--- config.mk ---
export PLATFORM = sky130hd
export DESIGN_NAME = rr_mux8_sched
export DESIGN_NICKNAME = d
export VERILOG_FILES = /design/src/rtl/mux_sched_pkg.sv /design/src/rtl/mux8_1.sv /design/src/rtl/rr_mux8_sched.sv
export SDC_FILE = /design/constraint.sdc
export NUM_CORES = 1
export LEC_CHECK = 0
export ABC_AREA = 1
export BUFFER_PORTS_ARGS = -buffer_cell sky130_fd_sc_hd__buf_2
export CORE_ASPECT_RATIO = 1.75
export CORE_MARGIN = 2
export CORE_UTILIZATION = 40
export CTS_BUF_LIST = sky130_fd_sc_hd__clkbuf_4 sky130_fd_sc_hd__clkbuf_8
export DETAILED_ROUTE_END_ITERATION = 10
export SYNTH_ARGS = -nofsm -noshare
export SYNTH_HDL_FRONTEND = slang
export SYNTH_SLANG_ARGS = --single-unit
export TNS_END_PERCENT = 100
--- constraint.sdc ---
create_clock -name clk -period 3.85 [get_ports clk]
set_input_delay 0.77 -clock clk [delete_from_list [all_inputs] [get_ports clk]]
set_output_delay 0.77 -clock clk [all_outputs]
set_load 0.01 [all_outputs]
--- src/rtl/mux_sched_pkg.sv ---
// Shared types and helpers for the round-robin 8:1 mux scheduler.
package mux_sched_pkg;

  localparam int NREQ = 8;
  localparam int SELW = 3;

  typedef enum logic {
    IDLE  = 1'b0,
    GRANT = 1'b1
  } state_e;

  // Result of one round-robin scan: whether anybody is requesting, and who.
  typedef struct packed {
    logic            found;
    logic [SELW-1:0] idx;
  } pick_t;

  // First set bit of req scanning upward from ptr (mod NREQ); ptr has top priority.
  // The scan runs from the farthest offset down to offset 0 so the nearest hit wins.
  function automatic pick_t rr_pick(input logic [NREQ-1:0] req,
                                    input logic [SELW-1:0] ptr);
    pick_t           r;
    logic [SELW-1:0] k;
    r = '0;
    for (int i = NREQ - 1; i >= 0; i--) begin
      k = ptr + SELW'(i);
      if (req[k]) begin
        r.found = 1'b1;
        r.idx   = k;
      end
    end
    return r;
  endfunction

  // One-hot decode of a requester index.
  function automatic logic [NREQ-1:0] onehot(input logic [SELW-1:0] idx);
    return NREQ'(1) << idx;
  endfunction

endpackage

--- src/rtl/mux8_1.sv ---
// Purely combinational 8:1 single-bit mux; select is {s2,s1,s0}.
module mux8_1 (
  input  logic a,
  input  logic b,
  input  logic c,
  input  logic d,
  input  logic e,
  input  logic f,
  input  logic g,
  input  logic h,
  input  logic s0,
  input  logic s1,
  input  logic s2,
  output logic y
);

  // Route the selected input to y.
  always_comb begin
    y = a;
    case ({s2, s1, s0})
      3'd0:    y = a;
      3'd1:    y = b;
      3'd2:    y = c;
      3'd3:    y = d;
      3'd4:    y = e;
      3'd5:    y = f;
      3'd6:    y = g;
      3'd7:    y = h;
      default: y = a;
    endcase
  end

endmodule

--- src/rtl/rr_mux8_sched.sv ---
// Round-robin scheduler sharing one 8:1 mux among eight 1-bit producers.
//
// Output handshake: a transfer happens on a rising edge where out_valid and
// out_ready are both 1; out_valid never depends on out_ready, and while
// out_ready is low the grant, select and burst count are held unchanged.
// ack[i] marks the cycle in which requester i's bit is taken.
//
// BURST must be in 1..15 and 2**CW must exceed BURST.
module rr_mux8_sched
  import mux_sched_pkg::*;
#(
  parameter int BURST = 1,
  parameter int CW    = 4
) (
  input  logic            clk,
  input  logic            rst,
  input  logic [NREQ-1:0] req,
  input  logic [NREQ-1:0] din,
  input  logic            out_ready,
  output logic [NREQ-1:0] gnt,
  output logic [NREQ-1:0] ack,
  output logic [SELW-1:0] sel,
  output logic            out_valid,
  output logic            y,
  output logic            busy,
  output state_e          dbg_state
);

  state_e          state_q, state_d;
  logic [SELW-1:0] ptr_q,   ptr_d;
  logic [CW-1:0]   cnt_q,   cnt_d;
  logic [NREQ-1:0] gnt_q,   gnt_d;
  logic [SELW-1:0] sel_q,   sel_d;

  logic            xfer;
  logic            burst_more;
  logic [SELW-1:0] ptr_next;
  pick_t           pick_cur;
  pick_t           pick_adv;

  // Two candidate scans: from the held pointer (idle / abort) and from the
  // slot just after the current owner (normal hand-over after a transfer).
  always_comb begin
    ptr_next   = sel_q + SELW'(1);
    pick_cur   = rr_pick(req, ptr_q);
    pick_adv   = rr_pick(req, ptr_next);
    xfer       = (state_q == GRANT) && out_ready;
    burst_more = req[sel_q] && (cnt_q < CW'(BURST));
  end

  // Next-state logic: grant loading, burst continuation, hand-over and abort.
  always_comb begin
    state_d = state_q;
    ptr_d   = ptr_q;
    cnt_d   = cnt_q;
    gnt_d   = gnt_q;
    sel_d   = sel_q;
    case (state_q)
      IDLE: begin
        if (pick_cur.found) begin
          state_d = GRANT;
          gnt_d   = onehot(pick_cur.idx);
          sel_d   = pick_cur.idx;
          cnt_d   = CW'(1);
        end
      end
      GRANT: begin
        if (xfer) begin
          if (burst_more) begin
            // Same owner keeps the mux for another back-to-back bit.
            cnt_d = cnt_q + CW'(1);
          end else begin
            // Owner drops to lowest priority; hand over with no bubble.
            ptr_d = ptr_next;
            if (pick_adv.found) begin
              gnt_d = onehot(pick_adv.idx);
              sel_d = pick_adv.idx;
              cnt_d = CW'(1);
            end else begin
              state_d = IDLE;
              gnt_d   = '0;
              sel_d   = '0;
              cnt_d   = '0;
            end
          end
        end else if (!req[sel_q]) begin
          // Owner withdrew without transferring: abort, pointer untouched.
          if (pick_cur.found) begin
            gnt_d = onehot(pick_cur.idx);
            sel_d = pick_cur.idx;
            cnt_d = CW'(1);
          end else begin
            state_d = IDLE;
            gnt_d   = '0;
            sel_d   = '0;
            cnt_d   = '0;
          end
        end
      end
      default: begin
        state_d = IDLE;
        gnt_d   = '0;
        sel_d   = '0;
        cnt_d   = '0;
      end
    endcase
  end

  // State register with synchronous reset taking priority over everything.
  always_ff @(posedge clk) begin
    if (rst) begin
      state_q <= IDLE;
      ptr_q   <= '0;
      cnt_q   <= '0;
      gnt_q   <= '0;
      sel_q   <= '0;
    end else begin
      state_q <= state_d;
      ptr_q   <= ptr_d;
      cnt_q   <= cnt_d;
      gnt_q   <= gnt_d;
      sel_q   <= sel_d;
    end
  end

  // Shared data mux driven by the registered select.
  mux8_1 u_mux (
    .a  (din[0]),
    .b  (din[1]),
    .c  (din[2]),
    .d  (din[3]),
    .e  (din[4]),
    .f  (din[5]),
    .g  (din[6]),
    .h  (din[7]),
    .s0 (sel_q[0]),
    .s1 (sel_q[1]),
    .s2 (sel_q[2]),
    .y  (y)
  );

  // Output decode; ack is gated by out_valid so it can never appear while idle.
  always_comb begin
    out_valid = (state_q == GRANT);
    busy      = (state_q == GRANT);
    gnt       = gnt_q;
    sel       = sel_q;
    ack       = out_valid ? (gnt_q & {NREQ{out_ready}}) : '0;
    dbg_state = state_q;
  end

  // Structural invariants on the registered grant and burst count.
  always_ff @(posedge clk) begin
    if (!rst) begin
      assert ($onehot0(gnt_q));
      if (state_q == GRANT) begin
        assert (gnt_q == onehot(sel_q));
        assert (cnt_q != '0 && cnt_q <= CW'(BURST));
      end else begin
        assert (gnt_q == '0);
      end
    end
  end

endmodule

# [After elaboration in Yosys (flattened, before gate mapping)]
# Cells that the tools add are included.
[classes] n_addsub=16 bitwise=3 n_mux=79 n_lt_le_gt_ge=18 n_reduce_logical=6 n_shift=2 eq_ne=10
[op_table] operator="2-to-1 mux 4 bit" count=20
[op_table] operator="less-than comparator 3 x 4 -> 1 bit, second input constant" count=17
[op_table] operator="2-to-1 mux 8 bit" count=7
[op_table] operator="binary-select mux 1 bit (select 3 bit)" count=17
[op_table] operator="adder 3 bit, second input constant" count=8
[op_table] operator="2-to-1 mux 1 bit" count=24
[op_table] operator="2-to-1 mux 3 bit" count=6
[op_table] operator="case mux 8 bit (2 select lines)" count=1
[op_table] operator="left shift 1 x 3 -> 8 bit, first input constant" count=2
[op_table] operator="adder 3 x 2 -> 3 bit, second input constant" count=4
[op_table] operator="== test 3 bit, second input constant" count=4
[op_table] operator="adder 3 x 1 -> 3 bit, second input constant" count=3
[op_table] operator="AND 8 bit" count=1
[op_table] operator="case mux 1 bit (8 select lines)" count=1
[op_table] operator="case mux 4 bit (2 select lines)" count=1
[op_table] operator="== test 3 x 2 -> 1 bit, second input constant" count=2
[op_table] operator="inequality test 3 bit, second input constant" count=2
[op_table] operator="case mux 3 bit (2 select lines)" count=1
[op_table] operator="AND reduction 3 bit" count=2
[op_table] operator="adder 4 x 1 -> 4 bit, second input constant" count=1
[op_table] operator="less-than comparator 4 x 1 -> 1 bit, second input constant" count=1
[op_table] operator="== test 3 x 1 -> 1 bit, second input constant" count=1
[op_table] operator="zero test 3 bit" count=1
[op_table] operator="logical AND 1 bit" count=2
[op_table] operator="other kinds (4)" count=5
[word_totals] wordCells=139 inputBits=19 reg_bits=19

# [Depth between registers and ports, before layout]
[logic_depth] depth_word=17 depth_mapped=23

# [Hierarchy]
# A second synthesis with hierarchy kept.
[unflattened] cells_unflattened=491 hier_area_um2=2572.5
[by_module_without_submodules] module="rr_mux8_sched" seq_area_each_um2=380.4 cells_each=473 n_inst=1 area_per_inst_um2=2497.4
[by_module_without_submodules] module="mux8_1" seq_area_each_um2=0.0 cells_each=18 n_inst=1 area_per_inst_um2=75.1

# [Worst setup path before layout]
# OpenSTA, ideal clock, no wires.
[synth_path] path_type="flip-flop to flip-flop" startpoint="register sel_q[0] (netlist: sel[0])" endpoint="register gnt_q[0] (netlist: gnt[0])" arrival_time_ns=2.286 t_required_ns=3.733 path_stages_with_launch=24 path_buffers=3 setup_time_ns=0.117 path_slack_ns=1.447 path_cell_list="dfxtp_1 buf_6 inv_6 buf_6 ha_1 buf_6 nand2_1 nand2_2 nand2_1 nand3_2 nand2_1 inv_1 nand2_1 nand2_1 nand2_1 nand2_1 nand2_1 nand2_1 nand2_2 inv_2 nand3_1 nor2_1 nor2_1 nor2_1"
[synth_via] elab_chain_cells=17 elab_cells_between_ends=43
[synth_rtl] item="start, declared" line="rr_mux8_sched.sv:33" text="logic [SELW-1:0] sel_q, sel_d;"
[synth_rtl] item="start signal, assigned" line="rr_mux8_sched.sv:122" text="sel_q <= sel_d;"
[synth_rtl] item="adder 3 x 1 -> 3 bit *" line="rr_mux8_sched.sv:44" text="ptr_next = sel_q + SELW'(1);"
[synth_rtl] item="named net ptr_next[0]" line="rr_mux8_sched.sv:37" text="logic [SELW-1:0] ptr_next;"
[synth_rtl] item="adder 3 bit" line="mux_sched_pkg.sv:26" text="k = ptr + SELW'(i);"
[synth_rtl] item="binary-select mux 1 bit (select 3 bit)" line="mux_sched_pkg.sv:27" text="if (req[k]) begin"
[synth_rtl] item="2-to-1 mux 1 bit (not written as such)" line="mux_sched_pkg.sv:27"
[synth_rtl] item="2-to-1 mux 4 bit (7 in series)" line="mux_sched_pkg.sv:27"
[synth_rtl] item="2-to-1 mux 4 bit *" line="mux_sched_pkg.sv:27"
[synth_rtl] item="left shift 1 x 3 -> 8 bit" line="mux_sched_pkg.sv:37" text="return NREQ'(1) << idx;"
[synth_rtl] item="2-to-1 mux 8 bit *" line="rr_mux8_sched.sv:75" text="if (pick_adv.found) begin"
[synth_rtl] item="2-to-1 mux 8 bit *" line="rr_mux8_sched.sv:69" text="if (burst_more) begin"
[synth_rtl] item="2-to-1 mux 8 bit *" line="rr_mux8_sched.sv:68" text="if (xfer) begin"
[synth_rtl] item="case mux 8 bit (2 select lines) *" line="rr_mux8_sched.sv:58" text="case (state_q)"
[synth_rtl] item="end signal, assigned" line="rr_mux8_sched.sv:121" text="gnt_q <= gnt_d;"
[synth_rtl] item="end, declared" line="rr_mux8_sched.sv:32" text="logic [NREQ-1:0] gnt_q, gnt_d;"
# Mark *: on every way through the listed nets, which the timed path passes. The rest lies on a longest branch. The select of a mux whose other input is x is not followed.
# A chain may end at the register's enable or synchronous reset.

# [Worst setup path after layout]
[layout_path] startpoint="register sel_q[1] (netlist: sel[1])" endpoint="register gnt_q[5] (netlist: gnt[5])"
# The elaborated chain is that of the path after synthesis.

==> impl_metrics.toml <==
[detailed_routing]
detailed_route_vias_per_instance = 5.12
vias = 2989
drc = 0
finalWirelength_um = 7670
ant_nets = 0
route.detailed.wl_per_inst_um = 13.1
detail_route.iter0.violations = 167
drt_first_pass_iters = 4

[final_layout]
num_antenna_cells = 0
syn_to_final_growth_pct = 9.08
final_design_area_excluding_fillers_um2 = 2920
fin_cells = 584
layout.core_utilization = 0.449
layout-drive-gt1-share = 0.207
net_count_reported_at_finish = 533

[sta]
report.final.slew_viol_count = 0
maxClockFrequency_mhz = 330
final-hold-violation-count = 0
clock_skew_ns = 0.00190
final.hold.worst_slack_ns = 0.446
rsz0062_at_grt = "false"
slew_headroom = 0.633
finalCriticalPeriod_ns = 3.03
setup_viol_count_final = 0
tightest_pin_transition_ns = 0.550
finalSetupTns_ns = 0
fin_crit_sh = 0.787

[floorplan]
floorplan.die_area_um2 = 7380
core_um2 = 6490
core.rowCount = 39
pin_count = 42
initial_core_util = 0.412
die_extent_in_y_um = 112
chipWidth_um = 65.8

[yosys]
syn_area_um2 = 2670
synthCells = 470
synth-seq-area-share = 0.142
synth_seq_cells = 19
yosys_warnings = 0
synth_top_cell_area_share = 0.202
synth.net_count = 500
synthesis.area_per_instance_um2 = 5.69
synth_async_sr_flop_share = 0
netlist_top_cells_area = "sky130_fd_sc_hd__nand2_1 20%, sky130_fd_sc_hd__dfxtp_1 14%, sky130_fd_sc_hd__nand3_1 13%"
synth-main-ff-cell = "sky130_fd_sc_hd__dfxtp_1"
synth-edff-count = 0
yosys.cell_types.count = 36
netlist.top_cell.by_area = "sky130_fd_sc_hd__nand2_1"

[worst_setup_path]
worst_path_max_delay_cell = "sky130_fd_sc_hd__ha_1"
worst_r2r_path_depth = 20
critical_path.reg2reg.endpoint = "gnt[5]"
critical-path-top-delay-family = "simple AND/OR/NAND/NOR gates"
setup.worst_path.class = "reg2reg"
critPathCaptureType = "register"
crit_top_cell = "sky130_fd_sc_hd__nand2_1"
worstPathBufferInverterCount = 3
critical-path-max-stage-delay_ns = 0.60
regToRegStartpoint = "sel[1]"
ff2ff_setup_slack_ns = 0.82
cp_max_fo = 11
timing.critical_path.cells = "inv_1, ha_1, inv_2, nand2_1, nand2_2, nand2_1, nand3_1, nand2_1, nand3_1, nand2_1, nand2_1, nand2_1, nand2_1, nand2_1, nand2_1, a21oi_2, inv_1, nor2_1, nor2_1, nor2_1"
sort_of_element_at_the_start_of_the_critical_path = "register"
wp_data_arrival_ns = 3.22
worst-endpoint-required_ns = 4.04

[pwr]
worst_ir_drop_vdd_v = 0.000389
static-leakage-power_nw = 1.58
total_power_divided_by_cell_area_nw_per_um2 = 930

[place]
finalWeightedCongestion = 0.847
place_hpwl_um = 6330
dp_cells = 580
placement.io_buffers = 41
placed_area_um2 = 2870

[clock_network]
cts_hold_buf = 0
worst_setup_hold_path_clk_slew_ns = 0.07
cts_repair_resize_count = 0
clock_latency_ns = 0.25
cts_buffers = 3
ctsHtreeMaxLevel = 1
postCtsSetupRepairBufs = 0
clock_tree.root_cell = "sky130_fd_sc_hd__clkbuf_8"
cts_tree = "done"
clk_sinks = 19
cts.path.max_buffers = 2

[grt]
grt_antenna_before_repair = 0
first_global_vias = 3020
grt_max_degree = 20
grt_use_total = 0.218
overflow = 0
grt_pass1_wl_um = 12900

[min_path]
min_delay_path_depth = 2
hold_path.startpoint = "cnt_q[3]"
worstHoldEndpoint = "cnt_q[3]"
class_of_the_tightest_hold_or_removal_check = "reg2reg"

[flow_run]
max_cap_violations = 0

[outcome]
run_status = "complete, no violations"
## worst reg2reg max path: cells and delay by family (launching register included)
kind | cells | cell delay [ns]
buf+inv | 3 | 0.51
fa+ha+maj | 1 | 0.60
simple gates | 15 | 1.24
flops | 1 | 0.45
compound gates | 1 | 0.18
## cell usage after synthesis (all sizes together), types with 2 or more instances
master and instances:
xor2 5, xnor2 5, clkinv 2, nand3 82, buf 16, a21oi 26
nand2 158, ha 11, a31oi 2, o21ai 22, nand4 2, inv 65
nor2 44, dfxtp 19, clkbuf 2
## cells in the final DEF, fill, tap and decap left out, drive strengths merged
master	Yosys	routed
a211oi	1	1
a21oi	26	26
a221oi	1	1
a22oi	1	1
a31oi	2	2
a32o	1	1
buf	16	46
clkbuf	2	3
clkinv	2	3
dfxtp	19	19
ha	11	11
inv	65	65
nand2	158	158
nand3	82	82
nand4	2	2
nor2	44	44
nor2b	1	1
nor3	1	1
nor4	1	1
o2111a	1	1
o21ai	22	22
o21bai	1	1
xnor2	5	5
xor2	5	5
## final cells by class
cell class	instances	area, µm²
well taps	82	103
multi-input cells	366	1880
fillers	741	3570
inverters	67	259
flip-flops and latches	19	380
clock buffers	3	41.3
repair buffers	46	243
clock inverters	1	5.00
## worst max-delay path by stage
stage	depth (start not counted)	from	endpoint	slack, ns
after global routing	20	sel[1]	gnt[5]	0.44
after floorplan	23	sel[0]	gnt[0]	1.45
after CTS	20	sel[1]	gnt[5]	0.85
final	20	sel[1]	gnt[5]	0.82
after global placement	21	sel[1]	gnt[0]	0.89
after detailed placement	20	sel[1]	gnt[5]	0.87
## layer usage
metal,vias up,GRT usage,part of all wire
met5,-,0,0
met4,0,0.0889,0.036
met3,23,0.0130,0.019
met2,54,0.434,0.56
met1,1354,0.223,0.38
li1,1558,-,-
## stage by stage
step	worst slack, ns	total power, mW
6_report	0.821	2.71
5_1_grt	0.444	3.05
4_1_cts	0.852	2.70
3_5_place_dp	0.869	2.56
3_3_place_gp	0.893	2.55
2_1_floorplan	1.45	2.12
## report_power, final
| group | internal, mW | switching (mW) | leakage, nW |
|---|---|---|---|
| clock network | 0.0718 | 0.0679 | 0.0255 |
| logic | 0.746 | 1.51 | 1.40 |
| registers | 0.250 | 0.0630 | 0.156 |
| total | 1.07 | 1.64 | 1.58 |
## sequential cells by signal, indices dropped and copies added, names as in the netlist
name and cells:
busy 1, gnt 8, ptr_q 3, cnt_q 4, sel 3
## kinds of logic after synthesis
| family | count (synthesis) | synth area share |
|---|---|---|
| DFF | 19 | 0.142 |
| and+or+nand+nor | 289 | 0.493 |
| buffers and inverters | 85 | 0.153 |
| adders and majority gates | 11 | 0.0515 |
| xor gates and xnor gates | 10 | 0.0384 |
| AOI/OAI and AO/OA | 56 | 0.123 |
Note: power is estimated with default switching activity, not from simulation.
